==> config.mk <==
export PLATFORM = sky130hd
export DESIGN_NAME = instruction_fetch
export DESIGN_NICKNAME = d
export VERILOG_FILES = /design/src/rtl/mips_pkg.sv /design/src/rtl/fetch_fifo.sv /design/src/rtl/instruction_fetch.sv
export SDC_FILE = /design/constraint.sdc
export NUM_CORES = 1
export LEC_CHECK = 0
export ABC_AREA = 1
export CAP_MARGIN = 0
export CORE_MARGIN = 2
export CORE_UTILIZATION = 35
export DETAILED_ROUTE_END_ITERATION = 16
export PLACE_DENSITY = 0.57
export SKIP_CTS_REPAIR_TIMING = 1
export SYNTH_ARGS = -nofsm -noshare
export SYNTH_HDL_FRONTEND = slang
export SYNTH_SLANG_ARGS = --single-unit
==> constraint.sdc <==
create_clock -name clk -period 4.4 [get_ports clk]
set_input_delay 0.88 -clock clk [delete_from_list [all_inputs] [get_ports clk]]
set_output_delay 0.88 -clock clk [all_outputs]
set_load 0.005 [all_outputs]
==> src/rtl/mips_pkg.sv <==
// Shared MIPS datapath definitions: widths, reset vector and fetch FSM encoding.
package mips_pkg;

    localparam int INSTR_W = 32;
    localparam int ADDR_W  = 32;
    localparam logic [31:0] RESET_PC = 32'h0000_0000;
    localparam logic [31:0] NOP_WORD = 32'h0000_0000;

    typedef enum logic [1:0] {
        IDLE = 2'd0,
        REQ  = 2'd1,
        DROP = 2'd2
    } fetch_state_e;

endpackage

==> src/rtl/fetch_fifo.sv <==
// Prefetch FIFO holding {pc, word} pairs; flush empties it and overrides push/pop.
module fetch_fifo #(
    parameter int W     = 64,
    parameter int DEPTH = 4,
    localparam int AW   = $clog2(DEPTH),
    localparam int CW   = AW + 1
) (
    input  logic          clk,
    input  logic          rst_n,
    input  logic          i_push,
    input  logic [W-1:0]  i_din,
    input  logic          i_pop,
    input  logic          i_flush,
    output logic [W-1:0]  o_dout,
    output logic          o_full,
    output logic          o_empty,
    output logic [CW-1:0] o_count
);

    logic [W-1:0]  r_mem [DEPTH];
    logic [AW-1:0] r_wr_ptr;
    logic [AW-1:0] r_rd_ptr;
    logic [CW-1:0] r_count;
    logic          w_push;
    logic          w_pop;

    assign o_full  = (r_count == CW'(DEPTH));
    assign o_empty = (r_count == '0);
    assign o_count = r_count;
    assign o_dout  = r_mem[r_rd_ptr];

    assign w_push = i_push && !i_flush && !o_full;
    assign w_pop  = i_pop && !i_flush && !o_empty;

    always_ff @(posedge clk) begin
        if (w_push) r_mem[r_wr_ptr] <= i_din;
    end

    // DEPTH is a power of two, so pointers wrap by natural overflow
    always_ff @(posedge clk or negedge rst_n) begin
        if (!rst_n) begin
            r_wr_ptr <= '0;
            r_rd_ptr <= '0;
            r_count  <= '0;
        end else if (i_flush) begin
            r_wr_ptr <= '0;
            r_rd_ptr <= '0;
            r_count  <= '0;
        end else begin
            if (w_push) r_wr_ptr <= r_wr_ptr + AW'(1);
            if (w_pop)  r_rd_ptr <= r_rd_ptr + AW'(1);
            r_count <= r_count + CW'(w_push) - CW'(w_pop);
        end
    end

endmodule

==> src/rtl/instruction_fetch.sv <==
// Fetch stage: PC ownership, single-outstanding imem handshake, prefetch buffering
// and redirect handling with stale-response discard.
module instruction_fetch #(
    parameter int ADDR_W  = mips_pkg::ADDR_W,
    parameter int DEPTH   = 4,
    parameter logic [ADDR_W-1:0] RESET_PC = ADDR_W'(mips_pkg::RESET_PC)
) (
    input  logic                        clk,
    input  logic                        rstPC,
    output logic                        imem_req,
    output logic [ADDR_W-1:0]           imem_addr,
    input  logic                        imem_ack,
    input  logic [mips_pkg::INSTR_W-1:0] imem_rdata,
    input  logic                        stall,
    input  logic                        redirect,
    input  logic [ADDR_W-1:0]           redirect_pc,
    output logic [mips_pkg::INSTR_W-1:0] instruction,
    output logic [ADDR_W-1:0]           instr_pc,
    output logic                        instr_valid
);
    import mips_pkg::*;

    localparam int CW = $clog2(DEPTH) + 1;
    localparam int EW = ADDR_W + INSTR_W;

    fetch_state_e      r_state;
    fetch_state_e      w_state_nxt;
    logic [ADDR_W-1:0] r_fetch_pc;
    logic [ADDR_W-1:0] w_fetch_pc_nxt;
    logic [ADDR_W-1:0] r_req_addr;
    logic [ADDR_W-1:0] w_req_addr_nxt;
    logic [ADDR_W-1:0] w_pc_inc;
    logic [ADDR_W-1:0] w_redir_pc;
    logic [EW-1:0]     w_head;
    logic [CW-1:0]     w_count;
    logic [CW-1:0]     w_count_nxt;
    logic              w_full;
    logic              w_empty;
    logic              w_push;
    logic              w_pop;
    logic              w_space;
    logic              w_unused;

    assign w_unused   = ^redirect_pc[1:0];
    assign w_redir_pc = {redirect_pc[ADDR_W-1:2], 2'b00};
    assign w_pc_inc   = r_fetch_pc + ADDR_W'(4);

    assign w_push = (r_state == REQ) && imem_ack && !redirect && !w_full;
    assign w_pop  = !w_empty && !stall;

    // A request is only (re)issued when it is guaranteed a free slot on return
    assign w_count_nxt = redirect ? '0 : (w_count + CW'(w_push) - CW'(w_pop));
    assign w_space     = (w_count_nxt < CW'(DEPTH));

    fetch_fifo #(
        .W     (EW),
        .DEPTH (DEPTH)
    ) u_fifo (
        .clk     (clk),
        .rst_n   (rstPC),
        .i_push  (w_push),
        .i_din   ({r_req_addr, imem_rdata}),
        .i_pop   (w_pop),
        .i_flush (redirect),
        .o_dout  (w_head),
        .o_full  (w_full),
        .o_empty (w_empty),
        .o_count (w_count)
    );

    always_comb begin
        w_state_nxt    = r_state;
        w_fetch_pc_nxt = r_fetch_pc;
        w_req_addr_nxt = r_req_addr;
        case (r_state)
            IDLE: begin
                if (redirect) begin
                    w_state_nxt    = REQ;
                    w_fetch_pc_nxt = w_redir_pc;
                    w_req_addr_nxt = w_redir_pc;
                end else if (w_space) begin
                    w_state_nxt    = REQ;
                    w_req_addr_nxt = r_fetch_pc;
                end
            end
            REQ: begin
                if (redirect) begin
                    w_fetch_pc_nxt = w_redir_pc;
                    if (imem_ack) w_req_addr_nxt = w_redir_pc;
                    else          w_state_nxt    = DROP;
                end else if (imem_ack) begin
                    w_fetch_pc_nxt = w_pc_inc;
                    if (w_space) w_req_addr_nxt = w_pc_inc;
                    else         w_state_nxt    = IDLE;
                end
            end
            DROP: begin
                // The memory handshake completes before the new address goes out
                if (redirect) w_fetch_pc_nxt = w_redir_pc;
                if (imem_ack) begin
                    w_state_nxt    = REQ;
                    w_req_addr_nxt = redirect ? w_redir_pc : r_fetch_pc;
                end
            end
            default: w_state_nxt = IDLE;
        endcase
    end

    always_ff @(posedge clk or negedge rstPC) begin
        if (!rstPC) begin
            r_state    <= IDLE;
            r_fetch_pc <= RESET_PC;
            r_req_addr <= '0;
        end else begin
            r_state    <= w_state_nxt;
            r_fetch_pc <= w_fetch_pc_nxt;
            r_req_addr <= w_req_addr_nxt;
        end
    end

    assign imem_req    = (r_state != IDLE);
    assign imem_addr   = r_req_addr;
    assign instr_valid = !w_empty;
    assign instruction = instr_valid ? w_head[INSTR_W-1:0] : NOP_WORD;
    assign instr_pc    = instr_valid ? w_head[EW-1:INSTR_W] : '0;

endmodule

==> qor.csv, run 1 <==
stage;metric;value;unit
global_route;GR Overflow Total;0;
placement;Port Buf Inserts;164;
placement;placed cells;2167;
yosys;async set-reset flop share out of synthesis;22.2;%
sta;Final setup viols;0;
setup_path;Critical R2R Launch;r_state[1];
sta;worst-margin pin slew;1.23;ns
clocking;Clk Latency, worst-skew pair;0.54;ns
global_route;GRT Total Usage;17.7;%
routing;# DRC;0;
setup_path;Critical Path AT;2.98;ns
sta;Fin Setup TNS;0;ns
status;status;completed;
sta;RSZ-0062 raised after global routing;false;
routing;Pre-antenna DRT Iters;5;
sta;min cycle time layout;3.86;ns
routing;via/cell ratio;4.93;
sta;fmax;259;MHz
hold_path;Hold Crit Class;in2async;
floorplanning;Starting Density;35.3;%
setup_path;CP endpoint;instr_pc[9];
sta;clock skew;0.0104;ns
floorplanning;die area;43900;µm²
cells_and_area;share of layout cells above drive strength 1;7.00;%
power_and_ir_drop;Lkg Pwr;0.00691;µW
yosys;count of different cell masters after synthesis;38;
yosys;YS warnings;0;
floorplanning;I/O pin cnt;167;
setup_path;Critical Path RT;3.52;ns
floorplanning;die width;210;µm
floorplanning;die height;210;µm
setup_path;r2r worst-path depth;17;
setup_path;Setup Crit Path Kind;reg2out;
placement;hpwl dp;23.8;mm
power_and_ir_drop;worst vdd rail ir drop;0.458;mV
sta;Slew Limit Headroom;18.2;%
setup_path;R2R Path End;imem_addr[27];
setup_path;crit path from;u_fifo.r_rd_ptr[1];
sta;worst hold margin;0.373;ns
clocking;CTS tree;built;
sta;final hold viol count;0;
cells_and_area;Final #Nets;1748;
setup_path;Setup crit start kind;flip-flop;
floorplanning;num rows;75;
setup_path;kind of end point of the critical path;primary output;
clocking;clk slew on worst S/H paths;0.06;ns
yosys;number of synthesized flops with an enable pin;256;
setup_path;setup slack, reg-to-reg;1.50;ns
yosys;most frequent cell after synthesis;nor2_1;
clocking;Root Driver;clkbuf_16;
sta;Setup WS post-layout;0.544;ns
power_and_ir_drop;P per Cell Area;671;nW/µm²
yosys;syn nets;1600;
cells_and_area;Fillers;3962;
global_route;first-pass GRT wire length;60.1;mm
clocking;Clock Sinks;329;
setup_path;crit path max fanout;36;
yosys;Synth area leaders;edfxtp_1 (52%), dfrtp_1 (12%), nor2_1 (8.5%), nand2_1 (7.5%), o21ai_0 (6.1%);
placement;DP Worst Slack;0.798;ns
sta;fin crit share;87.6;%
global_route;vias in the first global route;10500;
yosys;Avg Cell Area, Syn;9.72;µm²
global_route;initial antenna violation count;0;
yosys;Synth Cell Area;14800;µm²
global_route;largest net degree at the start of global routing;130;
routing;post-route antenna net violation count;0;
sta;Final Max Tran Viols;0;
yosys;register area share after synthesis;64.3;%
yosys;cell taking the most area after synthesis;edfxtp_1;
routing;post-DR wirelength/cell;17.5;µm
cells_and_area;final non-filler cell total;2238;
cells_and_area;Layout area overhead;23.4;%
routing;Via Count;11000;
yosys;commonest cells in the netlist;nor2_1 (334), nand2_1 (295), edfxtp_1 (256);
floorplanning;area of the core;41900;µm²
flow_run;max cap viols;0;
routing;Routed WL;39.3;mm
clocking;cts bufs inserted;39;
yosys;Most used DFF post-synth;edfxtp_1;
clocking;htree depth;2;
yosys;Synth Register Bits;329;
yosys;area share of the leading cell type in the synthesized netlist;52.0;%
yosys;Synth Instances;1521;
clocking;clk buf depth;3;
cells_and_area;Antenna Cells;0;
placement;Final GP Congestion;0.827;
routing;initial drt markers;879;
-- layout make-up --
cell class	count	area (µm²)	share of cell area [%]
well taps	539	674	3.70
inverters	80	304	1.67
flip-flops and latches	329	9520	52.2
clock inverters	20	201	1.10
repair buffers	188	1840	10.1
multi-input cells	1031	4640	25.4
clock buffers	51	1060	5.83
-- where the power goes --
group | internal [µW] | leakage, µW | total (µW) | switching (µW)
Sequential | 3980 | 0.00320 | 4510 | 531
Combinational | 1880 | 0.00311 | 4590 | 2710
Clock | 1890 | 0.000602 | 3150 | 1260
-- per-layer routing --
metal,vias to the layer above,GRT usage [%],part of all wire (%)
met4,0,4.96,2.1
met2,325,28.5,46
met1,5223,24.6,46
met3,63,3.22,5.8
met5,-,0,0
li1,5424,-,-
-- state kept, by name, indices dropped and copies added, names as in the netlist --
| signal | count |
|---|---|
| imem_addr | 32 |
| r_fetch_pc | 32 |
| r_state | 2 |
| u_fifo.o_count | 3 |
| u_fifo.r_mem | 256 |
| u_fifo.r_rd_ptr | 2 |
| u_fifo.r_wr_ptr | 2 |
-- through the flow --
stage | cell area, µm² | total power, µW | util [%]
finish | 18200 | 12200 | 43.6
global route | 18200 | 13100 | 43.6
CTS | 18200 | 12400 | 43.6
global placement | 17000 | 9120 | 40.6
detailed placement | 17000 | 9180 | 40.6
floorplan | 14800 | 6920 | -
-- worst max-delay path, stage by stage (launching register included) --
cell	delay, ns
dfrtp_2	0.63
inv_2	0.44
buf_4	0.35
nor2_1	0.11
o21ai_0	0.08
a21oi_1	0.24
clkdlybuf4s50_1	0.56
-- cells in the final DEF (no fill, tap or decap), types with 2 or more instances in the layout --
cell type / synthesis / layout
nor2_1: 334 / 329
nand2_1: 295 / 295
edfxtp_1: 256 / 256
o21ai_0: 181 / 181
clkdlybuf4s50_1: 0 / 162
a21oi_1: 103 / 103
inv_1: 72 / 71
dfrtp_1: 73 / 71
nand3_1: 48 / 48
clkbuf_16: 0 / 41
buf_4: 4 / 23
nor2_4: 5 / 10
clkbuf_1: 24 / 10
nand4_1: 9 / 9
ha_1: 9 / 9
clkinv_2: 0 / 6
clkinv_1: 2 / 6
o21ai_1: 6 / 6
inv_2: 5 / 5
clkinvlp_4: 0 / 5
a21boi_0: 4 / 4
nor2_2: 4 / 4
o21a_1: 4 / 4
nor3_1: 3 / 3
or2_2: 3 / 3
mux2i_1: 3 / 3
bufinv_16: 0 / 3
o22ai_1: 2 / 2
o22a_1: 2 / 2
a31oi_1: 2 / 2
nand3_2: 2 / 2
nand2_4: 2 / 2
nand2_2: 2 / 2
nor3_2: 2 / 2
buf_12: 0 / 2
-- cell families after synthesis --
logic type | share of synthesized area (%)
mux | 0.203
compound gates | 10.7
fa+ha+maj | 0.897
flops | 64.3
simple gates | 19.3
buf+inv | 4.52
-- worst min path at each step --
stage                        start             end  slack (ns)  depth (start not counted)
floorplan           r_fetch_pc[29]  r_fetch_pc[29]        0.47                          2
global placement    r_fetch_pc[31]  r_fetch_pc[31]        0.49                          2
detailed placement  r_fetch_pc[31]  r_fetch_pc[31]        0.50                          2
CTS                          rstPC  r_fetch_pc[20]        0.39                          1
global route                 rstPC  r_fetch_pc[20]        0.43                          1
finish                       rstPC  r_fetch_pc[20]        0.37                          1
Note: power is estimated with default switching activity, not from simulation.
==> run 2: changes to the inputs <==
==> constraint.sdc (replaced) <==
create_clock -name clk -period 3.6 [get_ports clk]
set_input_delay 0.72 -clock clk [delete_from_list [all_inputs] [get_ports clk]]
set_output_delay 0.72 -clock clk [all_outputs]
set_load 0.005 [all_outputs]
==> run 2 against run 1 <==
- clock power up 12%
- routed wire length is 0.22% higher
- utilization shrank 0.090 points
- sequential share of layout area grew 0.11 points
- setup slack worse by 0.25 ns
- critical path depth unchanged
- worst hold slack worse by 0.085 ns
- final cell count is 0.27% lower
- design area fell by 0.21%
- register-to-register slack got worse by 0.46 ns
- largest power group unchanged
==> qor.csv, run 2 (synthesis results as in run 1) <==
stage;metric;value;unit;change
placement;DP Area;17100;µm²;was 17000 µm²
cells_and_area;Antenna Cells;0;;unchanged
setup_path;Critical Path RT;2.88;ns;was 3.52 ns
flow_run;max cap viols;0;;unchanged
global_route;vias in the first global route;10800;;was 10500
sta;RSZ-0062 raised after global routing;false;;unchanged
routing;Pre-antenna DRT Iters;5;;unchanged
hold_path;Hold Crit Class;in2async;;unchanged
clocking;cts bufs inserted;37;;was 39
cells_and_area;Layout area overhead;23.1;%;was 23.4%
clocking;clk buf depth;3;;unchanged
global_route;GRT Total Usage;17.9;%;was 17.7%
floorplanning;I/O pin cnt;167;;unchanged
sta;worst-margin pin slew;1.17;ns;was 1.23 ns
sta;Slew Limit Headroom;21.6;%;was 18.2%
power_and_ir_drop;P per Cell Area;809;nW/µm²;was 671 nW/µm²
clocking;htree depth;2;;unchanged
clocking;CTS tree;built;;unchanged
cells_and_area;Final #Nets;1749;;was 1748
sta;min cycle time layout;3.31;ns;
cells_and_area;share of layout cells above drive strength 1;6.67;%;was 7.00%
global_route;initial antenna violation count;0;;unchanged
global_route;first-pass GRT wire length;61.1;mm;was 60.1 mm
cells_and_area;final non-filler cell total;2232;;was 2238
setup_path;Critical Path AT;2.59;ns;was 2.98 ns
cells_and_area;commonest non-fill, non-tap cell in the layout;nor2_1;;unchanged
sta;Fin Setup TNS;0;ns;unchanged
setup_path;crit path from;u_fifo.r_rd_ptr[1];;unchanged
floorplanning;die area;43900;µm²;unchanged
cells_and_area;most frequent cells in the layout;nor2_1 (329), nand2_1 (295), edfxtp_1 (256), o21ai_0 (181), clkdlybuf4s50_1 (162);;unchanged
sta;Final setup viols;0;;unchanged
routing;initial drt markers;856;;was 879
setup_path;Setup crit start kind;flip-flop;;unchanged
floorplanning;Starting Density;35.3;%;unchanged
routing;post-DR wirelength/cell;17.6;µm;was 17.5 µm
cells_and_area;largest register by flop count;u_fifo.r_mem;;unchanged
global_route;largest net degree at the start of global routing;100;;was 130
cells_and_area;post-route cell area;18200;µm²;about the same
floorplanning;num rows;75;;unchanged
routing;post-route antenna net violation count;0;;unchanged
sta;fmax;302;MHz;
routing;via/cell ratio;5.02;;was 4.93
sta;Final Max Tran Viols;0;;unchanged
placement;hpwl dp;23.8;mm;about the same
placement;Final GP Congestion;0.848;;was 0.827
sta;fin crit share;91.8;%;
power_and_ir_drop;worst vdd rail ir drop;0.498;mV;was 0.458 mV
clocking;clk slew on worst S/H paths;0.06;ns;about the same
setup_path;Setup Crit Path Kind;reg2out;;unchanged
placement;placed cells;2170;;was 2167
sta;final hold viol count;0;;unchanged
sta;clock skew;0.0170;ns;was 0.0104 ns
setup_path;crit path max fanout;37;;was 36
setup_path;Critical R2R Launch;u_fifo.o_count[1];;was r_state[1]
placement;Port Buf Inserts;164;;unchanged
setup_path;kind of end point of the critical path;primary output;;unchanged
routing;# DRC;0;;unchanged
routing;Routed WL;39.3;mm;about the same
floorplanning;die width;210;µm;unchanged
floorplanning;die height;210;µm;unchanged
clocking;Clock Sinks;329;;unchanged
global_route;GR Overflow Total;0;;unchanged
status;status;completed;;unchanged
routing;Via Count;11200;;was 11000
power_and_ir_drop;Lkg Pwr;0.00690;µW;was 0.00691 µW
cells_and_area;flip-flop count of the largest register, all copies and words added;256;;unchanged
floorplanning;area of the core;41900;µm²;unchanged
clocking;Root Driver;clkbuf_16;;unchanged
clocking;Clk Latency, worst-skew pair;0.52;ns;was 0.54 ns
## run 2: layout make-up
type / instances / area [µm²]
Sequential cell: 329 / 9520
Clock inverter: 17 / 141
Multi-Input combinational cell: 1031 / 4640
Fill cell: 4042 / 23600
Clock buffer: 45 / 976
Tap cell: 539 / 674
Inverter: 80 / 304
Timing Repair Buffer: 191 / 1950
## run 2: path summary, 6_finish.rpt
kind	end	slack [ns]	cells past startpoint
min in group clk	r_fetch_pc[30]	0.53	2
min	r_fetch_pc[24]	0.29	1
max in group asynchronous	imem_addr[29]	2.64	2
max	instr_pc[26]	0.29	6
min reg2reg	r_fetch_pc[30]	0.53	2
max reg2reg	imem_addr[19]	1.04	17
## run 2: routing by layer
layer / vias to the layer above / share of wire (%) / GRT usage (%)
met1: 5403 / 46 / 24.6
met5: - / 0 / 0
met3: 50 / 5.1 / 2.62
li1: 5428 / - / -
met2: 314 / 47 / 29.8
met4: 0 / 1.7 / 4.33
## run 2: where the power goes
| group | switching (µW) | internal [µW] | total, µW |
|---|---|---|---|
| Combinational | 3330 | 2370 | 5700 |
| Sequential | 642 | 4860 | 5500 |
| Clock | 1460 | 2060 | 3520 |
## run 2: metrics by stage
step                      utilization, %  total power, µW  hold WS, ns  setup slack, ns
after floorplan                        -             8460        0.424           -0.893
after global placement              40.8            11200        0.490            0.373
after detailed placement            40.8            11300        0.510            0.319
after CTS                           43.5            14900        0.316            0.241
after global routing                43.5            15700        0.338            0.105
final                               43.5            14700        0.288            0.294
## run 2: worst max-delay path, stage by stage (launching register included)
cell	delay, ns
dfrtp_2	0.40
inv_2	0.62
buf_12	0.30
nor2_1	0.07
o21ai_0	0.07
a21oi_1	0.09
clkdlybuf4s50_1	0.54
==> run 3: changes to the inputs <==
--- a/config.mk
+++ b/config.mk
@@ -10,7 +10,8 @@
 export CORE_MARGIN = 2
 export CORE_UTILIZATION = 35
 export DETAILED_ROUTE_END_ITERATION = 16
-export PLACE_DENSITY = 0.57
+export GPL_TIMING_DRIVEN = 1
+export PLACE_DENSITY = 0.59
 export SKIP_CTS_REPAIR_TIMING = 1
 export SYNTH_ARGS = -nofsm -noshare
 export SYNTH_HDL_FRONTEND = slang
==> constraint.sdc (replaced) <==
create_clock -name clk -period 2.95 [get_ports clk]
set_input_delay 0.59 -clock clk [delete_from_list [all_inputs] [get_ports clk]]
set_output_delay 0.59 -clock clk [all_outputs]
set_load 0.005 [all_outputs]
==> run 3 against run 2 <==
- the run now ends with setup timing left
- clock skew fell by 0.0039 ns
- total power rose by 30%
- die area did not move
- design area rose by 3.6%
- utilization rose by 1.6 points
- via count rose by 1.8%
- combinational power rose by 37%
==> qor.csv, run 3 (synthesis results as in run 1) <==
stage;metric;value;unit;change
power_and_ir_drop;Clock power frac;23.8;%;was 23.9%
placement;Final GP Congestion;0.923;;was 0.848
floorplanning;Starting Density;35.3;%;unchanged
cells_and_area;fin util;45.1;%;was 43.5%
cells_and_area;Antenna Cells;0;;unchanged
routing;post-route antenna net violation count;0;;unchanged
floorplanning;die width;210;µm;unchanged
power_and_ir_drop;NetSw;7070;µW;was 5430 µW
cells_and_area;Final #Nets;1779;;was 1749
routing;# DRC;0;;unchanged
routing;Pre-antenna DRT Iters;5;;unchanged
global_route;vias in the first global route;10800;;about the same
power_and_ir_drop;P per Cell Area;1010;nW/µm²;was 809 nW/µm²
cells_and_area;Layout area overhead;27.5;%;was 23.1%
cells_and_area;share of layout cells above drive strength 1;8.92;%;was 6.67%
sta;worst hold margin;0.448;ns;was 0.288 ns
sta;fmax;331;MHz;
sta;Final setup viols;5;;was 0
global_route;largest net degree at the start of global routing;88;;was 100
hold_path;Hold Crit Class;in2reg;;was in2async
clocking;CTS tree;built;;unchanged
sta;worst-margin pin slew;0.662;ns;was 1.17 ns
setup_path;Critical Path AT;2.43;ns;was 2.59 ns
sta;Setup WS post-layout;-0.0673;ns;was 0.294 ns
hold_path;Worst Hold Launch;redirect;;
floorplanning;die height;210;µm;unchanged
sta;fin crit share;102;%;
floorplanning;area of the core;41900;µm²;unchanged
clocking;Clk Latency, worst-skew pair;0.55;ns;was 0.52 ns
clocking;Clock Sinks;329;;unchanged
global_route;first-pass GRT wire length;61.9;mm;was 61.1 mm
cells_and_area;commonest non-fill, non-tap cell in the layout;nor2_1;;unchanged
floorplanning;num rows;75;;unchanged
global_route;initial antenna violation count;0;;unchanged
cells_and_area;largest register by flop count;u_fifo.r_mem;;unchanged
sta;min cycle time layout;3.02;ns;
routing;initial drt markers;1026;;was 856
floorplanning;die area;43900;µm²;unchanged
routing;Routed WL;42.4;mm;was 39.3 mm
cells_and_area;flip-flop count of the largest register, all copies and words added;256;;unchanged
placement;Port Buf Inserts;164;;unchanged
routing;Via Count;11400;;was 11200
setup_path;kind of end point of the critical path;primary output;;unchanged
setup_path;Critical Path RT;2.36;ns;was 2.88 ns
power_and_ir_drop;Switching Share;37.0;%;was 36.9%
clocking;Root Driver;clkbuf_16;;unchanged
power_and_ir_drop;combinational power share;40.9;%;was 38.7%
sta;RSZ-0062 raised after global routing;true;;was false
setup_path;R2R Path End;u_fifo.o_count[2];;was imem_addr[19]
setup_path;crit path from;u_fifo.r_rd_ptr[0];;was u_fifo.r_rd_ptr[1]
global_route;GRT Total Usage;18.1;%;was 17.9%
clocking;clk buf depth;3;;unchanged
clocking;clk slew on worst S/H paths;0.06;ns;about the same
power_and_ir_drop;sequential share of power;35.3;%;was 37.4%
flow_run;max cap viols;0;;unchanged
setup_path;crit path max fanout;20;;was 37
power_and_ir_drop;Lkg Pwr;0.00757;µW;was 0.00690 µW
clocking;htree depth;2;;unchanged
sta;Slew Limit Headroom;55.8;%;was 21.6%
setup_path;setup slack, reg-to-reg;0.62;ns;was 1.04 ns
setup_path;r2r worst-path depth;14;;was 17
power_and_ir_drop;worst vdd rail ir drop;0.405;mV;was 0.498 mV
cells_and_area;most frequent cells in the layout;nor2_1 (329), nand2_1 (295), edfxtp_1 (256), o21ai_0 (181), clkdlybuf4s50_1 (138);;was nor2_1 (329), nand2_1 (295), edfxtp_1 (256), o21ai_0 (181), clkdlybuf4s50_1 (162)
status;failing checks;setup timing;;
setup_path;Setup Crit Path Kind;reg2out;;unchanged
power_and_ir_drop;Pint;12000;µW;was 9290 µW
global_route;GR Overflow Total;0;;unchanged
setup_path;Critical R2R Launch;u_fifo.o_count[1];;unchanged
floorplanning;I/O pin cnt;167;;unchanged
cells_and_area;Fillers;3898;;was 4042
status;status;finished with violations;;was completed
routing;via/cell ratio;5.03;;was 5.02
placement;hpwl dp;24.3;mm;was 23.8 mm
sta;clock skew;0.0131;ns;was 0.0170 ns
routing;post-DR wirelength/cell;18.7;µm;was 17.6 µm
sta;Final Max Tran Viols;0;;unchanged
sta;final hold viol count;0;;unchanged
setup_path;Setup crit start kind;flip-flop;;unchanged
setup_path;CP endpoint;instruction[13];;was instr_pc[26]
placement;DP Worst Slack;0.0819;ns;was 0.319 ns
clocking;cts bufs inserted;38;;was 37
[run 3: worst min path at each step]
stage | end | cells past startpoint
CTS | imem_addr[30] | 1
finish | u_fifo.o_count[1] | 3
floorplan | imem_addr[0] | 0
global route | u_fifo.o_count[1] | 3
global placement | r_fetch_pc[31] | 2
detailed placement | r_fetch_pc[30] | 2
[run 3: through the flow]
step	cell area, µm²	total power [µW]	setup TNS (ns)	instances
after CTS	18400	18600	-8.80	2248
after global placement	17200	13900	0	2182
after detailed placement	17200	14000	0	2182
after global routing	18900	20400	-2.49	2265
after floorplan	14800	10300	-98.94	1521
final	18900	19100	-0.130	2265
[run 3: final cells by class]
class / count / area, µm² / share of cell area (%)
repair buffers: 220 / 2490 / 13.2
flip-flops and latches: 329 / 9520 / 50.5
inverters: 80 / 315 / 1.67
clock buffers: 47 / 1000 / 5.33
well taps: 539 / 674 / 3.58
clock inverters: 19 / 194 / 1.03
multi-input cells: 1031 / 4660 / 24.7
[run 3: metal layers]
metal	global-route usage (%)	part of all wire, %	routed length [µm]
met5	0	0	0
met4	4.57	1.5	649
met3	2.69	6.0	2540
met2	28.9	47	19900
met1	26.0	46	19300
[run 3: worst max-delay path: stages, from the launching register on]
cell,delay [ns]
dfrtp_4,0.50
buf_12,0.15
clkinv_8,0.12
clkbuf_16,0.22
o21ai_0,0.12
a21oi_1,0.21
clkdlybuf4s50_1,0.55
[run 3: power groups by stage]
stage               sequential (µW)  combinational (µW)  clock (µW)
global placement               6800                7090           0
global route                   6820                8690        4840
finish                         6740                7820        4560
floorplan                      6500                3820           0
detailed placement             6810                7180           0
CTS                            6730                7200        4680
